<file path="src/rtl/maxpool_pkg.sv">
// Shared types and elaboration-time sizing helpers for the max-pooling window scheduler.
package maxpool_pkg;

    typedef enum logic [1:0] {
        IDLE  = 2'd0,
        CLEAR = 2'd1,
        RUN   = 2'd2,
        DRAIN = 2'd3
    } state_t;

    // Number of stride-aligned window positions along one axis.
    function automatic int unsigned out_dim(input int unsigned size,
                                            input int unsigned kernel,
                                            input int unsigned stride);
        if (stride == 0 || kernel > size) return 1;
        return (size - kernel) / stride + 1;
    endfunction

    function automatic int unsigned cnt_w(input int unsigned n);
        return (n > 1) ? $clog2(n) : 1;
    endfunction

    function automatic int unsigned idx_w(input int unsigned n);
        return $clog2(n) + 1;
    endfunction

endpackage

</file>
<file path="src/rtl/stride_pos_counter.sv">
// One axis of the raster position: pixel position, stride phase and output-grid index,
// all maintained incrementally so no divider or modulo is needed.
module stride_pos_counter
    import maxpool_pkg::*;
#(
    parameter int unsigned SIZE       = 5,
    parameter int unsigned KERNEL_DIM = 3,
    parameter int unsigned STRIDE     = 1,
    localparam int unsigned PW = cnt_w(SIZE),
    localparam int unsigned HW = cnt_w(STRIDE),
    localparam int unsigned IW = idx_w(out_dim(SIZE, KERNEL_DIM, STRIDE))
) (
    input  logic          clk,
    input  logic          rst,
    input  logic          clr,
    input  logic          en,
    output logic [PW-1:0] pos,
    output logic          wrap_c,
    output logic [HW-1:0] phase,
    output logic          aligned_c,
    output logic [IW-1:0] idx
);

    logic [PW-1:0] pos_nxt;
    logic [HW-1:0] phase_nxt;
    logic [IW-1:0] idx_nxt;

    assign wrap_c    = (pos == PW'(SIZE - 1));
    assign aligned_c = (pos >= PW'(KERNEL_DIM - 1)) && (phase == '0);

    // Phase and index stay at zero up to the first full window, then step with the stride.
    always_comb begin
        pos_nxt   = wrap_c ? '0 : pos + PW'(1);
        phase_nxt = '0;
        idx_nxt   = '0;
        if (pos_nxt > PW'(KERNEL_DIM - 1)) begin
            phase_nxt = (phase == HW'(STRIDE - 1)) ? '0 : phase + HW'(1);
            idx_nxt   = (phase_nxt == '0) ? idx + IW'(1) : idx;
        end
    end

    always_ff @(posedge clk or negedge rst) begin
        if (!rst) begin
            pos   <= '0;
            phase <= '0;
            idx   <= '0;
        end else if (clr) begin
            pos   <= '0;
            phase <= '0;
            idx   <= '0;
        end else if (en) begin
            pos   <= pos_nxt;
            phase <= phase_nxt;
            idx   <= idx_nxt;
        end
    end

endmodule

</file>
<file path="src/rtl/pool_window_sched.sv">
// Frame controller for the max-pooling sliding window: pixel handshake, shift enable,
// stride-aligned window flagging toward the reducer, and frame completion.
module pool_window_sched
    import maxpool_pkg::*;
#(
    parameter int unsigned ROW_SIZE   = 5,
    parameter int unsigned COL_SIZE   = 5,
    parameter int unsigned KERNEL_DIM = 3,
    parameter int unsigned STRIDE     = 1,
    localparam int unsigned OUT_W = out_dim(ROW_SIZE, KERNEL_DIM, STRIDE),
    localparam int unsigned OUT_H = out_dim(COL_SIZE, KERNEL_DIM, STRIDE),
    localparam int unsigned CW    = idx_w(OUT_W),
    localparam int unsigned RW    = idx_w(OUT_H)
) (
    input  logic          clk,
    input  logic          rst,
    input  logic          start,
    input  logic          in_valid,
    output logic          in_ready,
    output logic          shift_en,
    output logic          win_clear,
    output logic          pool_valid,
    input  logic          pool_ready,
    output logic [RW-1:0] pool_row,
    output logic [CW-1:0] pool_col,
    output logic          busy,
    output logic          frame_done
);

    localparam int unsigned CPW = cnt_w(ROW_SIZE);
    localparam int unsigned RPW = cnt_w(COL_SIZE);
    localparam int unsigned HW  = cnt_w(STRIDE);

    if (STRIDE < 1 || STRIDE > KERNEL_DIM || KERNEL_DIM > ROW_SIZE || KERNEL_DIM > COL_SIZE) begin : g_param_check
        $error("pool_window_sched: STRIDE must be 1..KERNEL_DIM and KERNEL_DIM <= image size");
    end

    state_t state, state_nxt;

    logic [CPW-1:0] col_pos;
    logic [RPW-1:0] row_pos;
    logic [HW-1:0]  col_phase, row_phase;
    logic [CW-1:0]  col_idx;
    logic [RW-1:0]  row_idx;
    logic           col_wrap, row_wrap, col_aligned, row_aligned;
    logic           clr_c, pool_hs_c, last_px_c, qualify_c;

    assign in_ready  = (state == RUN) && (!pool_valid || pool_ready);
    assign shift_en  = in_valid && in_ready;
    assign clr_c     = (state == CLEAR);
    assign pool_hs_c = pool_valid && pool_ready;
    assign last_px_c = shift_en && col_wrap && row_wrap;
    assign qualify_c = shift_en && col_aligned && row_aligned;

    stride_pos_counter #(
        .SIZE(ROW_SIZE), .KERNEL_DIM(KERNEL_DIM), .STRIDE(STRIDE)
    ) u_col (
        .clk(clk), .rst(rst), .clr(clr_c), .en(shift_en),
        .pos(col_pos), .wrap_c(col_wrap), .phase(col_phase),
        .aligned_c(col_aligned), .idx(col_idx)
    );

    stride_pos_counter #(
        .SIZE(COL_SIZE), .KERNEL_DIM(KERNEL_DIM), .STRIDE(STRIDE)
    ) u_row (
        .clk(clk), .rst(rst), .clr(clr_c), .en(shift_en && col_wrap),
        .pos(row_pos), .wrap_c(row_wrap), .phase(row_phase),
        .aligned_c(row_aligned), .idx(row_idx)
    );

    always_comb begin
        state_nxt = state;
        case (state)
            IDLE:    if (start) state_nxt = CLEAR;
            CLEAR:   state_nxt = RUN;
            RUN:     if (last_px_c) state_nxt = DRAIN;
            DRAIN:   if (!pool_valid || pool_hs_c) state_nxt = IDLE;
            default: state_nxt = IDLE;
        endcase
    end

    // A newly qualifying pixel takes priority over retiring the current window.
    always_ff @(posedge clk or negedge rst) begin
        if (!rst) begin
            state      <= IDLE;
            win_clear  <= 1'b0;
            busy       <= 1'b0;
            frame_done <= 1'b0;
            pool_valid <= 1'b0;
            pool_row   <= '0;
            pool_col   <= '0;
        end else begin
            state      <= state_nxt;
            win_clear  <= (state == IDLE) && start;
            busy       <= (state_nxt != IDLE);
            frame_done <= (state == DRAIN) && (state_nxt == IDLE);
            if (qualify_c) begin
                pool_valid <= 1'b1;
                pool_row   <= row_idx;
                pool_col   <= col_idx;
            end else if (pool_hs_c) begin
                pool_valid <= 1'b0;
            end
        end
    end

    a_counter_range: assert property (@(posedge clk) disable iff (!rst)
        (32'(col_pos) < ROW_SIZE) && (32'(row_pos) < COL_SIZE) &&
        (32'(col_phase) < STRIDE) && (32'(row_phase) < STRIDE));

endmodule

</file>
<file path="config.mk">
export PLATFORM = sky130hd
export DESIGN_NAME = pool_window_sched
export DESIGN_NICKNAME = d
export VERILOG_FILES = /design/src/rtl/maxpool_pkg.sv /design/src/rtl/stride_pos_counter.sv /design/src/rtl/pool_window_sched.sv
export SDC_FILE = /design/constraint.sdc
export NUM_CORES = 1
export LEC_CHECK = 0
export ABC_CLOCK_PERIOD_IN_PS = 2600
export BUFFER_PORTS_ARGS = -buffer_cell sky130_fd_sc_hd__buf_4
export CAP_MARGIN = 25
export CELL_PAD_IN_SITES_DETAIL_PLACEMENT = 0
export CELL_PAD_IN_SITES_GLOBAL_PLACEMENT = 1
export CORE_MARGIN = 2
export CORE_UTILIZATION = 40
export DETAILED_ROUTE_END_ITERATION = 12
export PLACE_DENSITY_LB_ADDON = 0.1
export SYNTH_ARGS = -nofsm -noshare
export SYNTH_HDL_FRONTEND = slang
export SYNTH_SLANG_ARGS = --single-unit
</file>
<file path="constraint.sdc">
create_clock -name clk -period 2.6 [get_ports clk]
set_input_delay 0.39 -clock clk [delete_from_list [all_inputs] [get_ports clk]]
set_output_delay 0.39 -clock clk [all_outputs]
set_load 0.02 [all_outputs]
</file>
==> results_dict.tcl, run 1 <==
set metrics [dict create \
    power_frac_comb_pct 43.6 \
    slew_viol_final 0 \
    nNetsFinal 144 \
    syn-cell-area_sq_um 1240 \
    postCtsHoldBufs 1 \
    rows 20 \
    tightest_slew_ps 602 \
    setup_violations 0 \
    multi_input_area_sq_um 584 \
    critical_path_peak_fanout 9 \
    postSynthCellCount 114 \
    grt_max_degree 25 \
    synth_edf_count 0 \
    cts.clk_slew.worst_paths_ps 140 \
    synth_top_area_share_pct 48.2 \
    grt_pass1_vias 835 \
    final_hold_viol_count 0 \
    globalRoute.busiestLayer "met2" \
    slew_headroom_pct 59.5 \
    netSwitchingFraction_pct 39.1 \
    first_pass_iters 4 \
    hp-class "in -> reg" \
    worstSetupStartpointType "flop" \
    p_switching_mw 0.621 \
    peakVddDrop_uv 443 \
    fmax_mhz 527 \
    synth_common_cells "dfrtp_1, nand2_1, inv_1, nand3_1, o21ai_0" \
    dp_slack_ps 857 \
    clkPwrFrac_pct 17.1 \
    clockBufferDepth 2 \
    insertion_delay_ps 320 \
    cap_violations 0 \
    critPathRequiredTime_ps 2210 \
    io-pin-count 17 \
    die_x_um 59.8 \
    regArea_sq_um 601 \
    cts_max_level 1 \
    grtUsageMet2_pct 23.8 \
    insertedDiodeCount 0 \
    tns_ps 0 \
    start_util_pct 41.5 \
    cts.sinks 24 \
    synth_warnings 0 \
    layout-drive-gt1-share_pct 25.8 \
    yosys-top-cells-area "dfrtp_1, ha_1, mux2_2, nand3_1, o21ai_0" \
    use_met1_pct 18.4 \
    drcViolationCount 0 \
    totalWireLength_mm 2.19 \
    place.gp.congestion 0.819 \
    worstPathArrival_ps 1510 \
    power_density_nw_per_um2 1100 \
    async_reset_ff_share_pct 100 \
    numCtsBuffers 3 \
    cp-end-kind "output port" \
    grt_pass1_wl_mm 3.88 \
    wl_per_cell_um 13.2 \
    p_seq_share_pct 39.3 \
    use_met3_pct 4.11 \
    p_leak_nw 0.691 \
    synth_ff_type "dfrtp_1" \
    rsz0062_at_grt "no" \
    cts.repair.resized 0 \
    dieArea_sq_um 3570 \
    area_growth_pct 16.3 \
    drtIter0Drc 19 \
    overflow 0 \
    core_sq_um 3000 \
    post_cts_buffers 0 \
    cts-root-buf "clkbuf_4" \
    n_fill_cell 281 \
    ant_nets 0 \
    dr_total_vias 867 \
    avgViaCountPerCell 5.25 \
    die_h_um 59.8 \
    intPower_mw 0.966 \
    antenna_found_initial 0 \
    worstSetupPathType "reg -> out" \
    netlist-cell-type-count 37 \
    syn_nets 125 \
    io_buffers 16 \
    synth_largest_area_cell "dfrtp_1" \
    synth-seq-cells 24 \
    fin_crit_ps 1900 \
    avgSynthCellArea_sq_um 10.9 \
    dp_hpwl_mm 1.60 \
    synth_most_common_cell "dfrtp_1" \
    synth_seq_area_share_pct 48.2 \
    setup_slack_ps 702 \
    period_share_pct 73.0 \
    cts_tree "done" \
    outcome "completed" \
    skew_ps 7.52 \
    track_usage_pct 14.6 \
]
worst max-delay path, stage by stage, from the launching register on:
cell and delay [ps]:
dfrtp_1 530, nor2b_4 220, nand3_4 150, inv_6 130
buf_4 150
power by group through the flow:
stage	sequential [mW]	clock [mW]	combinational, mW
6_report	0.623	0.272	0.692
2_1_floorplan	0.641	0	0.499
5_1_grt	0.650	0.305	0.771
3_5_place_dp	0.632	0	0.697
3_3_place_gp	0.629	0	0.697
4_1_cts	0.625	0.284	0.701
flip-flops by register name (all words and copies together), names as in the netlist:
name and cells:
u_col.pos 3, state 2, u_col.idx 3, busy 1, u_row.pos 3, pool_row 3
win_clear 1, u_row.idx 3, pool_valid 1, pool_col 3, frame_done 1
cell usage in the layout (no fill, tap or decap), types with 2 or more instances in the layout:
cell / netlist / layout
nor2_1: 6 / 6
o31ai_1: 2 / 2
nand2_1: 9 / 9
nand3_1: 8 / 8
nor3_1: 3 / 3
dfrtp_1: 24 / 24
mux2i_1: 3 / 3
nor2b_1: 3 / 3
o21ai_0: 7 / 7
buf_4: 0 / 16
nand2b_1: 3 / 3
nand4_1: 3 / 3
inv_1: 8 / 8
ha_1: 6 / 6
mux2_2: 6 / 6
clkbuf_4: 0 / 3
cells by family after synthesis:
| logic type | after synthesis | synth area share [%] |
|---|---|---|
| and+or+nand+nor | 44 | 20.5 |
| xor gates and xnor gates | 1 | 0.704 |
| DFF | 24 | 48.2 |
| muxes | 9 | 7.84 |
| adders and majority gates | 6 | 6.03 |
| buffers and inverters | 12 | 4.82 |
| AOI/OAI and AO/OA | 18 | 11.9 |
layout make-up:
class / count / share of cell area (%)
sequential: 24 / 41.5
multi-input combinational: 78 / 40.4
timing repair buffer: 17 / 8.99
tap: 33 / 2.85
inverter: 9 / 2.68
clock inverter: 1 / 2.07
clock buffer: 3 / 1.56
through the flow:
| step | area [sq um] | hold WS, ps | std cells | power, mW | util [%] |
|---|---|---|---|---|---|
| 5_1_grt | 1450 | 271 | 165 | 1.73 | 48.2 |
| 3_5_place_dp | 1390 | 310 | 160 | 1.33 | 46.1 |
| 6_report | 1450 | 290 | 165 | 1.59 | 48.2 |
| 3_3_place_gp | 1390 | 309 | 160 | 1.33 | 46.1 |
| 2_1_floorplan | 1240 | 94.4 | 114 | 1.14 | - |
| 4_1_cts | 1450 | 272 | 165 | 1.61 | 48.2 |
layer usage:
layer,wire (um),share of wire [%],vias up
met5,0,0,-
met4,46,2.1,0
met2,1020,47,15
li1,-,-,439
met1,1030,47,409
met3,85,3.9,4
path summary, 6_finish.rpt:
path	startpoint	endpoint	slack [ps]	cells past startpoint
max	state[1]	shift_en	700	4
min	start	win_clear	290	2
max reg2reg	u_col.pos[0]	state[0]	830	6
min reg2reg	u_row.idx[2]	u_row.idx[2]	480	1
max in group asynchronous	rst	pool_col[1]	1880	2
min in group asynchronous	rst	frame_done	480	2
Power figures use the tool's default switching activity.
==> inputs of run 2 (changes only) <==
--- a/config.mk
+++ b/config.mk
@@ -5,13 +5,14 @@
 export SDC_FILE = /design/constraint.sdc
 export NUM_CORES = 1
 export LEC_CHECK = 0
-export ABC_CLOCK_PERIOD_IN_PS = 2600
+export ABC_AREA = 1
+export ABC_CLOCK_PERIOD_IN_PS = 1720
 export BUFFER_PORTS_ARGS = -buffer_cell sky130_fd_sc_hd__buf_4
 export CAP_MARGIN = 25
 export CELL_PAD_IN_SITES_DETAIL_PLACEMENT = 0
 export CELL_PAD_IN_SITES_GLOBAL_PLACEMENT = 1
 export CORE_MARGIN = 2
-export CORE_UTILIZATION = 40
+export CORE_UTILIZATION = 37
 export DETAILED_ROUTE_END_ITERATION = 12
 export PLACE_DENSITY_LB_ADDON = 0.1
 export SYNTH_ARGS = -nofsm -noshare
==> constraint.sdc (replaced) <==
create_clock -name clk -period 1.72 [get_ports clk]
set_input_delay 0.258 -clock clk [delete_from_list [all_inputs] [get_ports clk]]
set_output_delay 0.258 -clock clk [all_outputs]
set_load 0.02 [all_outputs]
==> results_dict.tcl, run 2 <==
set metrics [dict create \
    crit_end "shift_en" \
    async_reset_ff_share_pct 100 \
    slowest_stage "dfrtp_1" \
    dp_hpwl_mm 1.62 \
    fmax_mhz 635 \
    worstSetupPathType "reg -> out" \
    rows 20 \
    slew_headroom_pct 79.2 \
    nNetsFinal 177 \
    track_usage_pct 14.2 \
    wl_per_cell_um 10.4 \
    cts.clk_slew.worst_paths_ps 120 \
    cpPeakStageDelay_ps 470 \
    clockBufferDepth 2 \
    insertion_delay_ps 320 \
    cp_num_cells 4 \
    synth_common_cells "nand2_1, dfrtp_1, inv_1" \
    overflow 0 \
    fin_util_pct 47.0 \
    drcViolationCount 0 \
    insertedDiodeCount 0 \
    outcome "completed" \
    numCtsBuffers 3 \
    layout-drive-gt1-share_pct 19.4 \
    syn_nets 155 \
    avgViaCountPerCell 4.44 \
    drtIter0Drc 57 \
    cp-end-kind "output port" \
    crit_family "flip-flops" \
    p_leak_nw 0.840 \
    start_util_pct 39.3 \
    setup_violations 0 \
    cts_tree "done" \
    crit_start "state[0]" \
    fin_hold_ws_ps 167 \
    peakVddDrop_uv 728 \
    synth_edf_count 0 \
    worstSetupStartpointType "flop" \
    grt_pass1_vias 902 \
    cts.repair.resized 0 \
    critPathRequiredTime_ps 1460 \
    r2r_end "u_col.pos[2]" \
    fin_crit_ps 1580 \
    postCtsHoldBufs 1 \
    tightest_slew_ps 313 \
    final_common_cell "nand2_1" \
    synth_seq_area_share_pct 49.6 \
    die_h_um 61.2 \
    syn-cell-area_sq_um 1210 \
    core_sq_um 3080 \
    skew_ps 12.3 \
    first_pass_iters 4 \
    grt_pass1_wl_mm 3.87 \
    dp_slack_ps 425 \
    cap_violations 0 \
    multi_input_area_sq_um 523 \
    post_cts_buffers 0 \
    cts-root-buf "clkbuf_4" \
    grt_max_degree 25 \
    r2r_cells 7 \
    avgSynthCellArea_sq_um 8.40 \
    netlist-cell-type-count 21 \
    dieArea_sq_um 3740 \
    totalWireLength_mm 2.17 \
    area_growth_pct 19.6 \
    period_share_pct 91.6 \
    power_density_nw_per_um2 1440 \
    critical_path_peak_fanout 5 \
    regArea_sq_um 601 \
    slew_viol_final 0 \
    n_fill_cell 316 \
    die_x_um 61.2 \
    yosys-top-cells-area "dfrtp_1, nand2_1, ha_1, inv_1, nand3_1" \
    ant_nets 0 \
    io_buffers 16 \
    finalPower_mw 2.08 \
    worstPathArrival_ps 1320 \
    hp-class "in -> reg" \
    synth_largest_area_cell "dfrtp_1" \
    cts.sinks 24 \
    synth_top_area_share_pct 49.6 \
    postSynthCellCount 144 \
    place.gp.congestion 0.794 \
    synth_ff_type "dfrtp_1" \
    final_hold_viol_count 0 \
    dr_total_vias 927 \
    io-pin-count 17 \
    rrSetupSlack_ps 400 \
    setup_slack_ps 144 \
    r2r-start "u_col.pos[0]" \
    critPathBufInv 2 \
    synth_most_common_cell "nand2_1" \
    rsz0062_at_grt "no" \
    tns_ps 0 \
    synth-seq-cells 24 \
    path_cells "nor2_4 > nand3_4 > inv_4 > buf_4" \
    synth_warnings 0 \
    antenna_found_initial 0 \
    final_cell_mix "nand2_1, dfrtp_1, inv_1" \
    cts_max_level 1 \
]
## run 2: metal layers
metal	track usage, %	vias to the layer above	share of wire, %	routed length, um
met5	0	-	0	0
met4	6.52	0	0.83	18
met3	2.52	2	4.1	89
met2	22.5	17	46	997
met1	18.9	414	49	1060
li1	-	494	-	-
## run 2: power by group
part	total [mW]	switching (mW)	internal [mW]
Combinational	0.856	0.532	0.324
Sequential	0.819	0.109	0.710
Clock	0.408	0.172	0.236
Total	2.08	0.814	1.27
## run 2: tightest hold or removal path, cell delays in order
cell    delay (ps)
buf_4          110
inv_1           40
nor2_1          50
## run 2: worst min path at each step
stage,start,endpoint,cells past startpoint
6_report,start,win_clear,3
5_1_grt,start,win_clear,3
4_1_cts,start,win_clear,3
3_5_place_dp,rst,frame_done,1
3_3_place_gp,rst,win_clear,1
2_1_floorplan,rst,busy,0
## run 2: per-stage QoR
step,cells,area [sq um]
finish,209,1450
global route,209,1450
CTS,209,1450
detailed placement,204,1390
global placement,204,1390
floorplan,144,1210
## run 2: cell families (layout without fill, tap and decap cells)
family	Yosys count	in the layout	share of synthesized area, %
compound gates	12	12	5.07
xor+xnor	2	2	1.45
fa+ha+maj	6	6	6.20
buf+inv	22	43	7.14
flops	24	24	49.6
simple gates	78	78	30.5
## run 2: final cells by class
type / count / area share, %
clock buffers: 3 / 1.56
clock inverters: 1 / 2.07
inverters: 22 / 5.96
multi-input cells: 98 / 36.1
flip-flops and latches: 24 / 41.5
well taps: 44 / 3.80
repair buffers: 17 / 8.99
==> inputs of run 3 (changes only) <==
--- a/config.mk
+++ b/config.mk
@@ -15,6 +15,7 @@
 export CORE_UTILIZATION = 37
 export DETAILED_ROUTE_END_ITERATION = 12
 export PLACE_DENSITY_LB_ADDON = 0.1
+export SETUP_SLACK_MARGIN = 0.15
 export SYNTH_ARGS = -nofsm -noshare
 export SYNTH_HDL_FRONTEND = slang
 export SYNTH_SLANG_ARGS = --single-unit
==> results_dict.tcl, run 3 (synthesized netlist as in run 2, its figures left out) <==
set metrics [dict create \
    slew_viol_final 0 \
    hp-class "in -> reg" \
    area_growth_pct 21.8 \
    avgViaCountPerCell 4.43 \
    nNetsFinal 180 \
    power_density_nw_per_um2 1440 \
    crit_family "flip-flops" \
    placed_area_sq_um 1390 \
    track_usage_pct 14.2 \
    r2r-start "u_col.pos[0]" \
    dr_total_vias 939 \
    critPathBufInv 3 \
    tns_ps 0 \
    cts_max_level 1 \
    drtIter0Drc 40 \
    first_pass_iters 4 \
    cts.sinks 24 \
    core_sq_um 3080 \
    worstSetupStartpointType "flop" \
    skew_ps 11.4 \
    fin_hold_ws_ps 164 \
    dp_hpwl_mm 1.62 \
    tightest_slew_ps 311 \
    worstSetupPathType "reg -> out" \
    antenna_found_initial 0 \
    hp-start "start" \
    worstPathArrival_ps 1230 \
    rrSetupSlack_ps 390 \
    final_hold_viol_count 0 \
    overflow 0 \
    critical_path_peak_fanout 4 \
    grt_pass1_vias 903 \
    grt_pass1_wl_mm 3.87 \
    critPathRequiredTime_ps 1460 \
    place.gp.congestion 0.794 \
    cpPeakStageDelay_ps 410 \
    final_cell_area_sq_um 1470 \
    period_share_pct 86.3 \
    rows 20 \
    crit_start "state[1]" \
    die_x_um 61.2 \
    cts_tree "done" \
    cts.clk_slew.worst_paths_ps 130 \
    io_buffers 16 \
    cap_violations 0 \
    cts-root-buf "clkbuf_4" \
    final_common_cell "nand2_1" \
    path_cells "inv_2 > nor2_4 > nand3_4 > inv_4 > buf_4" \
    drcViolationCount 0 \
    final_cell_mix "nand2_1, dfrtp_1, buf_4" \
    insertedDiodeCount 0 \
    die_h_um 61.2 \
    fin_crit_ps 1480 \
    grt_max_degree 25 \
    start_util_pct 39.3 \
    clockBufferDepth 2 \
    totalWireLength_mm 2.20 \
    p_leak_nw 0.854 \
    cp-end-kind "output port" \
    layout-drive-gt1-share_pct 22.0 \
    peakVddDrop_uv 724 \
    wl_per_cell_um 10.4 \
    dieArea_sq_um 3740 \
    setup_violations 0 \
    slowest_stage "dfrtp_1" \
    numCtsBuffers 3 \
    rsz0062_at_grt "no" \
    n_fill_cell 315 \
    fmax_mhz 674 \
    slew_headroom_pct 79.3 \
    ant_nets 0 \
    outcome "completed" \
    io-pin-count 17 \
    insertion_delay_ps 320 \
]
==> run 3: cell types whose count changed in the layout (fill, tap and decap cells not counted), sizes merged <==
cell | before | now
buf | 16 | 19
==> run 3: worst register-to-register path, stage by stage, from the launching register on <==
cell and delay, ps:
dfrtp_1 370, inv_1 80, ha_1 190, nand2_1 160
nand2_4 80, nor2_1 200, nand3_1 90, o21ai_0 80
==> run 3: where the power goes <==
part | switching (mW) | internal (mW)
combinational | 0.546 | 0.353
clock | 0.173 | 0.236
sequential | 0.103 | 0.711
==> run 3: cell type report <==
type | instances | area, sq um | share of cell area (%)
inverter | 22 | 86.3 | 5.86
tap | 44 | 55.1 | 3.74
multi-input combinational | 98 | 526 | 35.7
sequential | 24 | 602 | 40.8
clock inverter | 1 | 30.0 | 2.04
timing repair buffer | 20 | 153 | 10.4
clock buffer | 3 | 22.5 | 1.53
==> run 3: repair_timing <==
item / in CTS / in global routing
setup buffers: 1 / 2
resized for setup: 2 / 0
hold buffers: 1 / 0
pin swaps: 0 / 1
endpoints found under the hold margin: 24 / 0
setup endpoints to repair: 1 / 1
==> run 3: metrics by stage <==
| step | total power [mW] | std cells | utilization [%] | worst slack (ps) |
|---|---|---|---|---|
| floorplan | 1.45 | 144 | - | 530 |
| global placement | 1.69 | 204 | 45.0 | 443 |
| detailed placement | 1.69 | 204 | 45.0 | 425 |
| CTS | 2.13 | 210 | 47.4 | 163 |
| global route | 2.31 | 212 | 47.9 | 152 |
| finish | 2.12 | 212 | 47.9 | 236 |
==> run 3: metal layers <==
layer,track usage [%],part of all wire (%),up-vias
met2,22.5,46,15
met3,2.52,3.8,2
li1,-,-,499
met5,0,0,-
met1,18.9,49,423
met4,6.52,0.82,0
==> run 3: final timing paths <==
path | endpoint | depth (start not counted)
worst max-delay path | shift_en | 5
worst min-delay path | win_clear | 3
worst max register to register | u_col.pos[2] | 7
worst min register to register | pool_col[1] | 2
max in group asynchronous | state[0] | 2
min in group asynchronous | pool_valid | 2
